<file path="src/rtl/scan_chain_ctrl.sv">
// Scan test controller: shifts a pattern into an N-flop scan chain, pulses one
// capture cycle, shifts the response out and compares it against an expected vector.
module scan_chain_ctrl #(
    parameter int N = 4
) (
    input  logic         CLK,
    input  logic         R,
    input  logic         START,
    input  logic [N-1:0] PATTERN,
    input  logic [N-1:0] EXPECT,
    input  logic         SO,
    output logic         SE,
    output logic         SI,
    output logic         BUSY,
    output logic         DONE,
    output logic         FAIL,
    output logic [N-1:0] CAPTURED
);

    localparam int            CW   = $clog2(N + 1);
    localparam logic [CW-1:0] LAST = CW'(N - 1);
    localparam logic [CW-1:0] ONE  = CW'(1);

    typedef enum logic [2:0] {
        IDLE      = 3'd0,
        SHIFT_IN  = 3'd1,
        CAPTURE   = 3'd2,
        SHIFT_OUT = 3'd3,
        FIN       = 3'd4
    } state_t;

    state_t        state_q, state_d;
    logic [CW-1:0] count_q, count_d;
    logic [N-1:0]  pattern_q, pattern_d;
    logic [N-1:0]  expect_q, expect_d;
    logic [N-1:0]  captured_q, captured_d;
    logic          fail_q, fail_d;
    logic          se_q, se_d;
    logic          si_q, si_d;
    logic          busy_q, busy_d;
    logic          done_q, done_d;

    // Next-state, datapath and next-output computation.
    always_comb begin
        state_d    = state_q;
        count_d    = count_q;
        pattern_d  = pattern_q;
        expect_d   = expect_q;
        captured_d = captured_q;
        fail_d     = fail_q;

        case (state_q)
            IDLE: begin
                if (START) begin
                    state_d    = SHIFT_IN;
                    pattern_d  = PATTERN;
                    expect_d   = EXPECT;
                    fail_d     = 1'b0;
                    captured_d = {N{1'b0}};
                    count_d    = {CW{1'b0}};
                end else begin
                    state_d = IDLE;
                end
            end
            SHIFT_IN: begin
                pattern_d = pattern_q >> 1'b1;
                if (count_q == LAST) begin
                    state_d = CAPTURE;
                    count_d = {CW{1'b0}};
                end else begin
                    count_d = count_q + ONE;
                end
            end
            CAPTURE: begin
                count_d = {CW{1'b0}};
                state_d = SHIFT_OUT;
            end
            SHIFT_OUT: begin
                // SO still shows the pre-edge value of the flop nearest the output.
                for (int i = 0; i < N; i++) begin
                    if (count_q == CW'(i)) begin
                        captured_d[i] = SO;
                    end else begin
                        captured_d[i] = captured_q[i];
                    end
                end
                if (count_q == LAST) begin
                    state_d = FIN;
                    count_d = {CW{1'b0}};
                    fail_d  = (captured_d != expect_q);
                end else begin
                    count_d = count_q + ONE;
                end
            end
            FIN: begin
                state_d = IDLE;
            end
            default: begin
                state_d = IDLE;
            end
        endcase

        // Outputs follow the state being entered so they are valid right after the edge.
        busy_d = (state_d != IDLE);
        se_d   = (state_d == SHIFT_IN) || (state_d == SHIFT_OUT);
        si_d   = (state_d == SHIFT_IN) ? pattern_d[0] : 1'b0;
        done_d = (state_d == FIN);
    end

    // State and output registers with asynchronous abort.
    always_ff @(posedge CLK or negedge R) begin
        if (!R) begin
            state_q    <= IDLE;
            count_q    <= {CW{1'b0}};
            pattern_q  <= {N{1'b0}};
            expect_q   <= {N{1'b0}};
            captured_q <= {N{1'b0}};
            fail_q     <= 1'b0;
            se_q       <= 1'b0;
            si_q       <= 1'b0;
            busy_q     <= 1'b0;
            done_q     <= 1'b0;
        end else begin
            state_q    <= state_d;
            count_q    <= count_d;
            pattern_q  <= pattern_d;
            expect_q   <= expect_d;
            captured_q <= captured_d;
            fail_q     <= fail_d;
            se_q       <= se_d;
            si_q       <= si_d;
            busy_q     <= busy_d;
            done_q     <= done_d;
        end
    end

    assign SE       = se_q;
    assign SI       = si_q;
    assign BUSY     = busy_q;
    assign DONE     = done_q;
    assign FAIL     = fail_q;
    assign CAPTURED = captured_q;

endmodule
</file>
<file path="config.mk">
export PLATFORM = sky130hd
export DESIGN_NAME = scan_chain_ctrl
export DESIGN_NICKNAME = d
export VERILOG_FILES = /design/src/rtl/scan_chain_ctrl.sv
export SDC_FILE = /design/constraint.sdc
export NUM_CORES = 1
export LEC_CHECK = 0
export CAP_MARGIN = 15
export CORE_MARGIN = 2
export CORE_UTILIZATION = 54
export CTS_CLUSTER_SIZE = 20
export DETAILED_ROUTE_END_ITERATION = 12
export GPL_TIMING_DRIVEN = 0
export HOLD_SLACK_MARGIN = 0.03
export PLACE_DENSITY_LB_ADDON = 0.25
export SLEW_MARGIN = 10
export SYNTH_ARGS = -nofsm -noshare
export SYNTH_HDL_FRONTEND = slang
export SYNTH_SLANG_ARGS = --single-unit
</file>
<file path="constraint.sdc">
create_clock -name CLK -period 2.15 [get_ports CLK]
set_input_delay 0.3225 -clock CLK [delete_from_list [all_inputs] [get_ports CLK]]
set_output_delay 0.3225 -clock CLK [all_outputs]
set_load 0.005 [all_outputs]
</file>
# Yosys cells after proc, flatten, opt, wreduce, memory -nomap -nowiden
# Index checks and enable logic that the tools add are counted.
[word_totals] register_bits=23 elab_cells=60
[classes] eq_ne=12 n_reduce_logical=13 addsub=1 n_mux=23
[op_table] op="one-hot mux 4 bit (2 select lines)" n=2
[op_table] op="equality test 3 x 2 -> 1 bit (second input constant)" n=5
[op_table] op="2-to-1 mux 1 bit" n=12
[op_table] op="2-to-1 mux 3 bit" n=4
[op_table] op="one-hot mux 3 bit (4 select lines)" n=1
[op_table] op="equality test 3 x 1 -> 1 bit (second input constant)" n=3
[op_table] op="one-hot mux 3 bit (3 select lines)" n=1
[op_table] op="2-to-1 mux 4 bit" n=2
[op_table] op="AND reduction 2 bit" n=4
[op_table] op="zero test 3 bit" n=2
[op_table] op="nonzero test 3 bit" n=2
[op_table] op="inequality test 2 bit (second input constant)" n=2
[op_table] op="inequality test 4 bit" n=1
[op_table] op="nonzero test 2 bit" n=2
[op_table] op="adder 3 x 1 -> 3 bit (second input constant)" n=1
[op_table] op="equality test 3 bit (second input constant)" n=1
[op_table] op="AND reduction 3 bit" n=1
[op_table] op="one-hot mux 1 bit (2 select lines)" n=1
[op_table] op="OR reduction 2 bit" n=1
[op_table] op="logical OR 1 bit" n=1

# Depth between registers and ports, before layout
# Gate-level depths: netlist (run 1).
[depth] ltp_word=6 depth_mapped=6 ltp_nobuf=6

# Worst setup path before layout (run 1)
# OpenSTA, ideal clock, no wires.
[synth_timing] path_kind="register to register" from="register count_q[0]" to="register fail_q (netlist: FAIL)" setup_slack_ns=0.668 setup_ns=0.140 path_stages_with_launch=7 path_buffers=0 arrival_ns=1.342 path_cell_list="dfrtp_1 inv_1 ha_1 nor2b_1 o21ai_0 a2111oi_0 a31oi_1"
[synth_via] elab_chain_len=6 word_cells_on_any_way=17
[synth_rtl] element="start: declaration" line_no="33" source="logic [CW-1:0] count_q, count_d;"
[synth_rtl] element="start signal: assignment" line_no="114" source="count_q <= {CW{1'b0}};"
[synth_rtl] element="start signal: assignment" line_no="125" source="count_q <= count_d;"
[synth_rtl] element="equality test 3 x 1 -> 1 bit, or another cell as far along" line_no="81" source="if (count_q == CW'(i)) begin"
[synth_rtl] element="2-to-1 mux 1 bit" line_no="81"
[synth_rtl] element="2-to-1 mux 1 bit" line_no="52" source="case (state_q)"
[synth_rtl] element="inequality test 4 bit" line_no="90" source="fail_d = (captured_d != expect_q);"
[synth_rtl] element="2-to-1 mux 1 bit" line_no="87" source="if (count_q == LAST) begin"
[synth_rtl] element="one-hot mux 1 bit (2 select lines)" line_no="52"
[synth_rtl] element="end signal: assignment" line_no="129" source="fail_q <= fail_d;"
[synth_rtl] element="end: declaration" line_no="37" source="logic fail_q, fail_d;"
# Parallel ways exist; a longest one is shown, timed or not. The select of a mux whose other input is x is not followed.
# A chain may end at the register's enable or synchronous reset.

# Worst setup path in the final report (run 1)
# Same ends and word-level chain as after synthesis.

==> out/qor.txt, run 1 <==
Critical path class -> flop to flop
Maximum VDD drop -> 0.000691 V
Initial Utilization -> 57.7%
Area delta synth->final -> 24.1%
Setup_tns -> 0 ns
Achievable Freq -> 541 MHz
Hold Buf Count CTS -> 0
Most frequent cells in the layout -> dfrtp_1 (23), clkdlybuf4s50_1 (20), nand2_1 (11), o21ai_0 (10), nor2_1 (9)
Worst Skew -> 0.00102 ns
Power Internal -> 0.00108 W
Row cnt -> 16
Synthesis warning total -> 0
Crit start category -> flop
Required time of the critical path -> 2.33 ns
Routed Antenna Nets -> 0
Static Leak -> 0.626 nW
Max-Cap Viols -> 0
Reg2reg path depth -> 6
Predominant post-synthesis flop cell -> dfrtp_1
Sequential share of power -> 40.7%
Root buffer selected by CTS -> clkbuf_4
Crit path time final -> 1.85 ns
Post-DR vias/cell -> 5.32
DRT Pass-1 Iters -> 4
R2R Path End -> FAIL
CP peak stage delay -> 0.49 ns
Worst Tran Pin Value -> 0.589 ns
Layout cell share with drive strength beyond 1 -> 11.1%
Setup bufs post-CTS -> 0
Vias in the first global route -> 938
WL final -> 2.22 mm
DIE HEIGHT -> 50.0 um
Post-DP HPWL -> 1.67 mm
TritonCTS clock tree -> built
Area contributors post-synth -> dfrtp_1 (50%), ha_1 (4.4%), o21ai_0 (4.4%), mux2_2 (3.9%), nand2_1 (3.6%)
Area leader, netlist -> dfrtp_1
First-pass GRT wire length -> 3.95 mm
Antenna violations before repair -> 0
Sw frac -> 37.8%
Asr flop ratio synth -> 100%
Yosys top cell area share -> 50.3%
Unrepaired setup endpoints after global routing -> no
Relative slew slack -> 60.6%
Number of synthesized flops with an enable pin -> 0
# H-tree levels -> 1
Endpoints failing setup -> 0
RR Startpoint -> count_q[0]
Input/output buffers -> 20
CP Max Fanout -> 4
Pin count of the biggest net entering global routing -> 24
Cell chain of the critical path -> inv_1 -> ha_1 -> nor2b_1 -> o21ai_0 -> a2111oi_0 -> a31oi_1
Sink Count -> 23
GPL Wtd Cong -> 0.793
Total power draw -> 0.00174 W
Die X -> 50.0 um
CTS buffer count -> 3
Endpoint class of the critical path -> flop
Synthesized Nets -> 126
Combinational share of power -> 47.8%
Pwr/cell area -> 1230 mW/mm2
Clock power share -> 11.4%
Period utilisation layout -> 86.0%
Via Count -> 862
Cells after Synth -> 110
Core area -> 0.00198 mm2
Seq/Total Area, Yosys -> 50.3%
FF-to-FF setup slack -> 0.30 ns
Post-synthesis sequential element count -> 23
Worst Path Arrival -> 2.03 ns
Commonest non-fill, non-tap cell in the layout -> dfrtp_1
WHS -> 0.336 ns
Clock transition at path regs -> 0.12 ns
Nets@finish -> 152
HP Class -> primary input to async pin
Status -> finished clean
Slew Limit Fails -> 0
DIE AREA -> 0.00250 mm2
Routed WL per cell -> 13.7 um
Iter 0 DRT Violations -> 18
Skew-Pair Late Insertion Delay -> 0.31 ns
Hold Vio Cnt, Final -> 0
Syn avg cell area -> 10.4 um2
Remaining DRCs -> 0
Sw Pwr -> 0.000659 W
# diodes -> 0
Gr usage total -> 21.0%
Resized Gates After CTS -> 0
Slowest CP cell -> a2111oi_0
Top Ports -> 21
Remaining Overflow, GRT -> 0
Post-Place Cells -> 157
Yosys cell types -> 32
Cell Area, Synth -> 0.00114 mm2
Final cell count without fillers -> 162
Clk buf depth -> 2
## layout make-up
type / instances / area [um2]
Fill cell: 143 / 563
Buffer: 3 / 23.8
Sequential cell: 23 / 576
Inverter: 5 / 18.8
Timing Repair Buffer: 21 / 215
Tap cell: 27 / 33.8
Multi-Input combinational cell: 79 / 526
Clock buffer: 4 / 26.3
## routing by layer
metal | vias up | track usage (%) | part of all wire [%]
met2 | 18 | 36.2 | 52
met4 | 0 | 6.48 | 0.68
met3 | 2 | 6.36 | 3.8
met5 | - | 0 | 0
met1 | 412 | 24.8 | 44
li1 | 430 | - | -
## critical path: cells and delay by family, from the launching register on
| family | cells | cell delay (ns) |
|---|---|---|
| AO/OA/AOI/OAI | 3 | 0.77 |
| adder cells (fa/ha/maj) | 1 | 0.23 |
| flip-flops | 1 | 0.42 |
| AND/OR/NAND/NOR | 1 | 0.18 |
| buffers and inverters | 1 | 0.11 |
## registers in the layout, indices dropped and copies added (netlist names)
| name | flops |
|---|---|
| state_q | 3 |
| SE | 1 |
| SI | 1 |
| BUSY | 1 |
| pattern_q | 4 |
| CAPTURED | 4 |
| FAIL | 1 |
| expect_q | 4 |
| DONE | 1 |
| count_q | 3 |
## how the worst max path moves through the flow
stage	startpoint	end	depth (start not counted)
6_report	count_q[0]	FAIL	6
5_1_grt	count_q[0]	FAIL	6
4_1_cts	count_q[0]	FAIL	6
3_5_place_dp	START	expect_q[1]	3
3_3_place_gp	START	expect_q[2]	3
2_1_floorplan	count_q[0]	FAIL	6
## power groups by stage
stage / clock network [W] / logic [W] / registers (W)
finish: 0.000199 / 0.000834 / 0.000709
global placement: 0 / 0.000790 / 0.000708
floorplan: 0 / 0.000569 / 0.000698
CTS: 0.000206 / 0.000834 / 0.000710
global route: 0.000228 / 0.000952 / 0.000729
detailed placement: 0 / 0.000829 / 0.000717
## synth_stat cells (2+ instances only)
library cell / instances
xor2_1: 3
dfrtp_1: 23
nor2b_1: 2
o21ai_0: 10
inv_1: 5
a21oi_1: 8
a22oi_1: 3
nor2_1: 9
nor3_1: 2
ha_1: 4
nand3b_1: 2
mux2_2: 4
nand2b_1: 6
nand2_1: 11
## per-stage QoR
step                      setup slack [ns]  utilization (%)  cell area, um2
after global placement               0.215             69.5            1380
final                                0.301             71.6            1420
after detailed placement             0.198             69.5            1380
after floorplan                      0.668                -            1140
after global routing                 0.160             71.6            1420
after CTS                            0.280             70.8            1400
## cells by family after synthesis
logic type	share of synthesized area, %
DFF	50.3
muxes	5.80
and+or+nand+nor	19.1
buffers and inverters	3.72
adders and majority gates	4.38
xor gates and xnor gates	3.06
AOI/OAI and AO/OA	13.6
Note: power is estimated with default switching activity, not from simulation.
==> run 2: changes to the inputs <==
--- a/config.mk
+++ b/config.mk
@@ -5,11 +5,12 @@
 export SDC_FILE = /design/constraint.sdc
 export NUM_CORES = 1
 export LEC_CHECK = 0
-export CAP_MARGIN = 15
+export CAP_MARGIN = 20
 export CORE_MARGIN = 2
-export CORE_UTILIZATION = 54
+export CORE_UTILIZATION = 65
 export CTS_CLUSTER_SIZE = 20
 export DETAILED_ROUTE_END_ITERATION = 12
+export DONT_BUFFER_PORTS = 1
 export GPL_TIMING_DRIVEN = 0
 export HOLD_SLACK_MARGIN = 0.03
 export PLACE_DENSITY_LB_ADDON = 0.25
==> run 2 against run 1 <==
  * First-iteration DRC count up 17%
  * Critical path depth unchanged
  * Core utilization up 0.48 points
  * Sequential cell count unchanged
  * Largest power group is now registers
  * Worst hold slack worse by 0.23 ns
  * Power down 7.0%
  * Register-to-register slack better by 0.08 ns
  * Via count down 7.4%
  * Clock power about the same
==> out/qor.txt, run 2 (synthesis gave the netlist of run 1 again) <==
# H-tree levels -> 1 (unchanged)
Most frequent cells in the layout -> dfrtp_1 (23), nand2_1 (11), o21ai_0 (10), nor2_1 (9), a21oi_1 (8) (was dfrtp_1 (23), clkdlybuf4s50_1 (20), nand2_1 (11), o21ai_0 (10), nor2_1 (9))
Fillers -> 134 (was 143)
DIE AREA -> 0.00211 mm2 (was 0.00250 mm2)
Achievable Freq -> 567 MHz (was 541 MHz)
Crit path buffers/inverters -> 1 (unchanged)
CTS buffer count -> 3 (unchanged)
Vias in the first global route -> 765 (was 938)
Post-DR vias/cell -> 6.00 (was 5.32)
Routed WL per cell -> 15.2 um (was 13.7 um)
Remaining Overflow, GRT -> 0 (unchanged)
FF-to-FF setup slack -> 0.39 ns (was 0.30 ns)
First-pass GRT wire length -> 3.28 mm (was 3.95 mm)
Setup_tns -> 0 ns (unchanged)
Critical path class -> flop to flop (unchanged)
Die X -> 45.9 um (was 50.0 um)
Worst Skew -> 0.00620 ns (was 0.00102 ns)
Crit path time final -> 1.76 ns (was 1.85 ns)
Relative slew slack -> 58.3% (was 60.6%)
Iter 0 DRT Violations -> 21 (was 18)
Setup bufs post-CTS -> 0 (unchanged)
TritonCTS clock tree -> built (unchanged)
Area delta synth->final -> 6.46% (was 24.1%)
DRT Pass-1 Iters -> 4 (unchanged)
GPL Wtd Cong -> 0.823 (was 0.793)
Slowest CP cell -> dfrtp_1 (was a2111oi_0)
Max-Cap Viols -> 0 (unchanged)
WL final -> 2.03 mm (was 2.22 mm)
DIE HEIGHT -> 45.9 um (was 50.0 um)
Status -> finished clean (unchanged)
CP top delay family -> compound AO/OA/AOI/OAI gates (unchanged)
Endpoint class of the critical path -> flop (unchanged)
Nets@finish -> 133 (was 152)
Core area -> 0.00169 mm2 (was 0.00198 mm2)
Hold Vio Cnt, Final -> 0 (unchanged)
Root buffer selected by CTS -> clkbuf_4 (unchanged)
Unrepaired setup endpoints after global routing -> no (unchanged)
Pwr/cell area -> 1330 mW/mm2 (was 1230 mW/mm2)
Gr usage total -> 22.2% (was 21.0%)
Maximum VDD drop -> 0.000778 V (was 0.000691 V)
Post-DP HPWL -> 1.48 mm (was 1.67 mm)
Top Ports -> 21 (unchanged)
# diodes -> 0 (unchanged)
Commonest non-fill, non-tap cell in the layout -> dfrtp_1 (unchanged)
Crit start category -> flop (unchanged)
Row cnt -> 15 (was 16)
Skew-Pair Late Insertion Delay -> 0.31 ns (about the same)
Pin count of the biggest net entering global routing -> 24 (unchanged)
Worst Tran Pin Value -> 0.623 ns (was 0.589 ns)
Static Leak -> 0.557 nW (was 0.626 nW)
Clk buf depth -> 2 (unchanged)
HP Class -> primary input to flop (was primary input to async pin)
Sequential cell area -> 576 um2 (unchanged)
Fin util -> 72.1% (was 71.6%)
Required time of the critical path -> 2.35 ns (was 2.33 ns)
Layout cell share with drive strength beyond 1 -> 13.8% (was 11.1%)
Remaining DRCs -> 0 (unchanged)
Via Count -> 798 (was 862)
Footprint of the multi-input gates -> 526 um2 (unchanged)
Sink Count -> 23 (unchanged)
Routed Antenna Nets -> 0 (unchanged)
CP peak stage delay -> 0.42 ns (was 0.49 ns)
Period utilisation layout -> 82.0% (was 86.0%)
Input/output buffers -> 0 (was 20)
Worst Path Arrival -> 1.96 ns (was 2.03 ns)
Antenna violations before repair -> 0 (unchanged)
Clock transition at path regs -> 0.12 ns (about the same)
Cell chain of the critical path -> inv_1 -> ha_1 -> nor2b_1 -> o21ai_0 -> a2111oi_0 -> a31oi_1 (unchanged)
Endpoints failing setup -> 0 (unchanged)
Initial Utilization -> 67.7% (was 57.7%)
Resized Gates After CTS -> 0 (unchanged)
CP Max Fanout -> 4 (unchanged)
Slew Limit Fails -> 0 (unchanged)
-- run 2: cell types whose count changed in the layout (fill, tap and decap cells not counted) --
cell | previous run | this run
clkbuf_1 | 1 | 0
clkdlybuf4s50_1 | 20 | 0
clkinv_2 | 0 | 1
dlygate4sd3_1 | 0 | 1
-- run 2: report_power, final --
part	total (W)	switching, W	internal, W
logic	0.000710	0.000391	0.000319
registers	0.000715	0.000119	0.000596
clock network	0.000196	0.000126	0.0000697
total	0.00162	0.000636	0.000985
-- run 2: area by class of cell --
type,instances,area share (%)
Clock inverter,1,0.411
Timing Repair Buffer,2,2.06
Inverter,5,1.54
Buffer,3,1.95
Multi-Input combinational cell,79,43.2
Clock buffer,3,1.85
Tap cell,17,1.75
Sequential cell,23,47.3
-- run 2: worst paths after layout --
path,end,depth (start not counted),start
min in group asynchronous,SE,1,R
hold / removal,pattern_q[1],2,PATTERN[1]
max in group asynchronous,count_q[1],2,R
setup reg to reg,FAIL,6,count_q[0]
setup / recovery,FAIL,6,count_q[0]
hold reg to reg,pattern_q[1],2,pattern_q[2]
-- run 2: through the flow --
step	hold slack (ns)	power, W	instances	area, um2	setup slack (ns)
floorplan	0.0269	0.00127	110	1140	0.668
global placement	0.0274	0.00138	127	1160	0.436
detailed placement	0.0274	0.00142	127	1160	0.422
CTS	0.107	0.00163	132	1200	0.391
global route	0.0878	0.00177	133	1220	0.233
finish	0.103	0.00162	133	1220	0.386
-- run 2: timing repair --
item | in CTS | in global routing
hold buffers | 1 | 0
setup endpoints to repair | 0 | 0
hold endpoints to repair | 23 | 0
-- run 2: per-layer routing --
metal | up-vias | global-route usage [%] | wire [um]
li1 | 393 | - | -
met1 | 376 | 28.1 | 890
met2 | 24 | 34.7 | 967
met3 | 5 | 4.76 | 120
met4 | 0 | 12.6 | 48
met5 | - | 0 | 0
==> run 3: changes to the inputs <==
--- a/config.mk
+++ b/config.mk
@@ -7,7 +7,7 @@
 export LEC_CHECK = 0
 export CAP_MARGIN = 20
 export CORE_MARGIN = 2
-export CORE_UTILIZATION = 65
+export CORE_UTILIZATION = 60
 export CTS_CLUSTER_SIZE = 20
 export DETAILED_ROUTE_END_ITERATION = 12
 export DONT_BUFFER_PORTS = 1
==> constraint.sdc (replaced) <==
create_clock -name CLK -period 1.64 [get_ports CLK]
set_input_delay 0.246 -clock CLK [delete_from_list [all_inputs] [get_ports CLK]]
set_output_delay 0.246 -clock CLK [all_outputs]
set_load 0.005 [all_outputs]
==> run 3 against run 2 <==
  * Sequential cell count unchanged
  * First-iteration DRC count is 48% lower
  * Clock power grew 32%
  * Final area grew 5.7%
  * Register-to-register slack got worse by 0.28 ns
  * Critical path type unchanged
  * Highest routed layer unchanged
==> out/qor.txt, run 3 (synthesis gave the netlist of run 1 again) <==
Status -> finished clean (unchanged)
Initial Utilization -> 64.8% (was 67.7%)
Most frequent cells in the layout -> dfrtp_1 (23), nand2_1 (11), nor2_1 (9), o21ai_0 (9), a21oi_1 (8) (was dfrtp_1 (23), nand2_1 (11), o21ai_0 (10), nor2_1 (9), a21oi_1 (8))
# diodes -> 0 (unchanged)
First-pass GRT wire length -> 3.43 mm (was 3.28 mm)
TritonCTS clock tree -> built (unchanged)
CP top delay family -> compound AO/OA/AOI/OAI gates (unchanged)
Endpoint class of the critical path -> flop (unchanged)
Critical path class -> flop to flop (unchanged)
Top Ports -> 21 (unchanged)
Clock transition at path regs -> 0.13 ns (was 0.12 ns)
Max-Cap Viols -> 0 (unchanged)
Reg2reg path depth -> 6 (unchanged)
Slew Limit Fails -> 0 (unchanged)
Layout cell share with drive strength beyond 1 -> 20.0% (was 13.8%)
Fin util -> 72.9% (was 72.1%)
Area delta synth->final -> 12.5% (was 6.46%)
Min-Delay Path Depth -> 2 (unchanged)
Root buffer selected by CTS -> clkbuf_4 (unchanged)
Post-DP HPWL -> 1.52 mm (was 1.48 mm)
Die X -> 47.7 um (was 45.9 um)
Vias in the first global route -> 807 (was 765)
Commonest non-fill, non-tap cell in the layout -> dfrtp_1 (unchanged)
DIE AREA -> 0.00227 mm2 (was 0.00211 mm2)
Achievable Freq -> 651 MHz (was 567 MHz)
Antenna violations before repair -> 0 (unchanged)
Gr usage total -> 21.8% (was 22.2%)
Fillers -> 134 (unchanged)
DIE HEIGHT -> 47.7 um (was 45.9 um)
Maximum VDD drop -> 0.00112 V (was 0.000778 V)
WHS -> 0.0533 ns (was 0.103 ns)
CP Max Fanout -> 4 (unchanged)
Total power draw -> 0.00224 W (was 0.00162 W)
Pin count of the biggest net entering global routing -> 24 (unchanged)
DRT Pass-1 Iters -> 5 (was 4)
Row cnt -> 15 (unchanged)
CP Depth -> 6 (unchanged)
Remaining DRCs -> 0 (unchanged)
Clk buf depth -> 2 (unchanged)
Setup_tns -> 0 ns (unchanged)
Core area -> 0.00176 mm2 (was 0.00169 mm2)
Via Count -> 838 (was 798)
Static Leak -> 0.575 nW (was 0.557 nW)
Crit start category -> flop (unchanged)
# H-tree levels -> 1 (unchanged)
WL final -> 2.13 mm (was 2.03 mm)
Skew-Pair Late Insertion Delay -> 0.31 ns (about the same)
Sink Count -> 23 (unchanged)
Hold Vio Cnt, Final -> 0 (unchanged)
Period utilisation layout -> 93.6% (was 82.0%)
Endpoints failing setup -> 0 (unchanged)
Worst Path Arrival -> 1.73 ns (was 1.96 ns)
CTS buffer count -> 3 (unchanged)
Iter 0 DRT Violations -> 11 (was 21)
Input/output buffers -> 0 (unchanged)
GPL Wtd Cong -> 0.769 (was 0.823)
Required time of the critical path -> 1.83 ns (was 2.35 ns)
Crit path time final -> 1.54 ns (was 1.76 ns)
Remaining Overflow, GRT -> 0 (unchanged)
Post-DR vias/cell -> 5.78 (was 6.00)
Relative slew slack -> 68.9% (was 58.3%)
Routed WL per cell -> 14.7 um (was 15.2 um)
Pwr/cell area -> 1740 mW/mm2 (was 1330 mW/mm2)
Routed Antenna Nets -> 0 (unchanged)
Cell chain of the critical path -> inv_2 -> ha_4 -> nor2b_2 -> o21ai_1 -> a2111oi_2 -> a31oi_1 (was inv_1 -> ha_1 -> nor2b_1 -> o21ai_0 -> a2111oi_0 -> a31oi_1)
Worst Skew -> 0.00828 ns (was 0.00620 ns)
Worst Tran Pin Value -> 0.462 ns (was 0.623 ns)
Crit path buffers/inverters -> 1 (unchanged)
Nets@finish -> 137 (was 133)
HP Class -> primary input to flop (unchanged)
CP peak stage delay -> 0.44 ns (was 0.42 ns)
Slowest CP cell -> dfrtp_1 (unchanged)
run 3: path summary, 6_finish.rpt:
path,slack (ns),from,end
worst max-delay path,0.10,count_q[0],FAIL
worst min-delay path,0.05,SO,CAPTURED[3]
worst max register to register,0.10,count_q[0],FAIL
worst min register to register,0.52,pattern_q[3],pattern_q[2]
max in group asynchronous,0.94,R,expect_q[3]
min in group asynchronous,0.27,R,state_q[1]
run 3: timing repair:
action                                  4_1_cts  5_1_grt
hold buffers                                  3        0
pin swaps                                     1        3
endpoints found under the setup margin        1        9
resized for setup                             3        6
buffers inserted                              0        2
endpoints found under the hold margin        25        0
run 3: per-layer routing:
| metal | GRT usage, % | wire, um | vias to the layer above |
|---|---|---|---|
| met2 | 34.3 | 1080 | 23 |
| met5 | 0 | 0 | - |
| li1 | - | - | 401 |
| met3 | 5.28 | 108 | 2 |
| met4 | 7.57 | 14 | 0 |
| met1 | 29.5 | 927 | 412 |
run 3: report_power, final:
part / leakage [nW] / internal (W) / switching [W] / total (W)
combinational: 0.269 / 0.000483 / 0.000543 / 0.00103
clock: 0.0177 / 0.0000910 / 0.000168 / 0.000259
sequential: 0.288 / 0.000781 / 0.000170 / 0.000951
run 3: worst reg2reg max path, stage by stage (launching register included):
cell and delay, ns:
dfrtp_1 0.44, inv_2 0.12, ha_4 0.16, nor2b_2 0.16
o21ai_1 0.10, a2111oi_2 0.32, a31oi_1 0.13
run 3: cell type report:
class / count / area [um2] / area share, %
Sequential cell: 23 / 576 / 44.7
Clock inverter: 1 / 5.00 / 0.389
Clock buffer: 3 / 22.5 / 1.75
Timing Repair Buffer: 6 / 60.1 / 4.67
Inverter: 5 / 18.8 / 1.46
Multi-Input combinational cell: 79 / 549 / 42.7
Tap cell: 25 / 31.3 / 2.43
Buffer: 3 / 23.8 / 1.85
run 3: stage by stage:
| stage | cells | setup WS [ns] | area [um2] |
|---|---|---|---|
| 3_5_place_dp | 135 | -0.182 | 1170 |
| 5_1_grt | 145 | -0.00506 | 1290 |
| 4_1_cts | 142 | 0.0248 | 1240 |
| 3_3_place_gp | 135 | -0.126 | 1170 |
| 2_1_floorplan | 110 | 0.158 | 1140 |
| 6_report | 145 | 0.105 | 1290 |
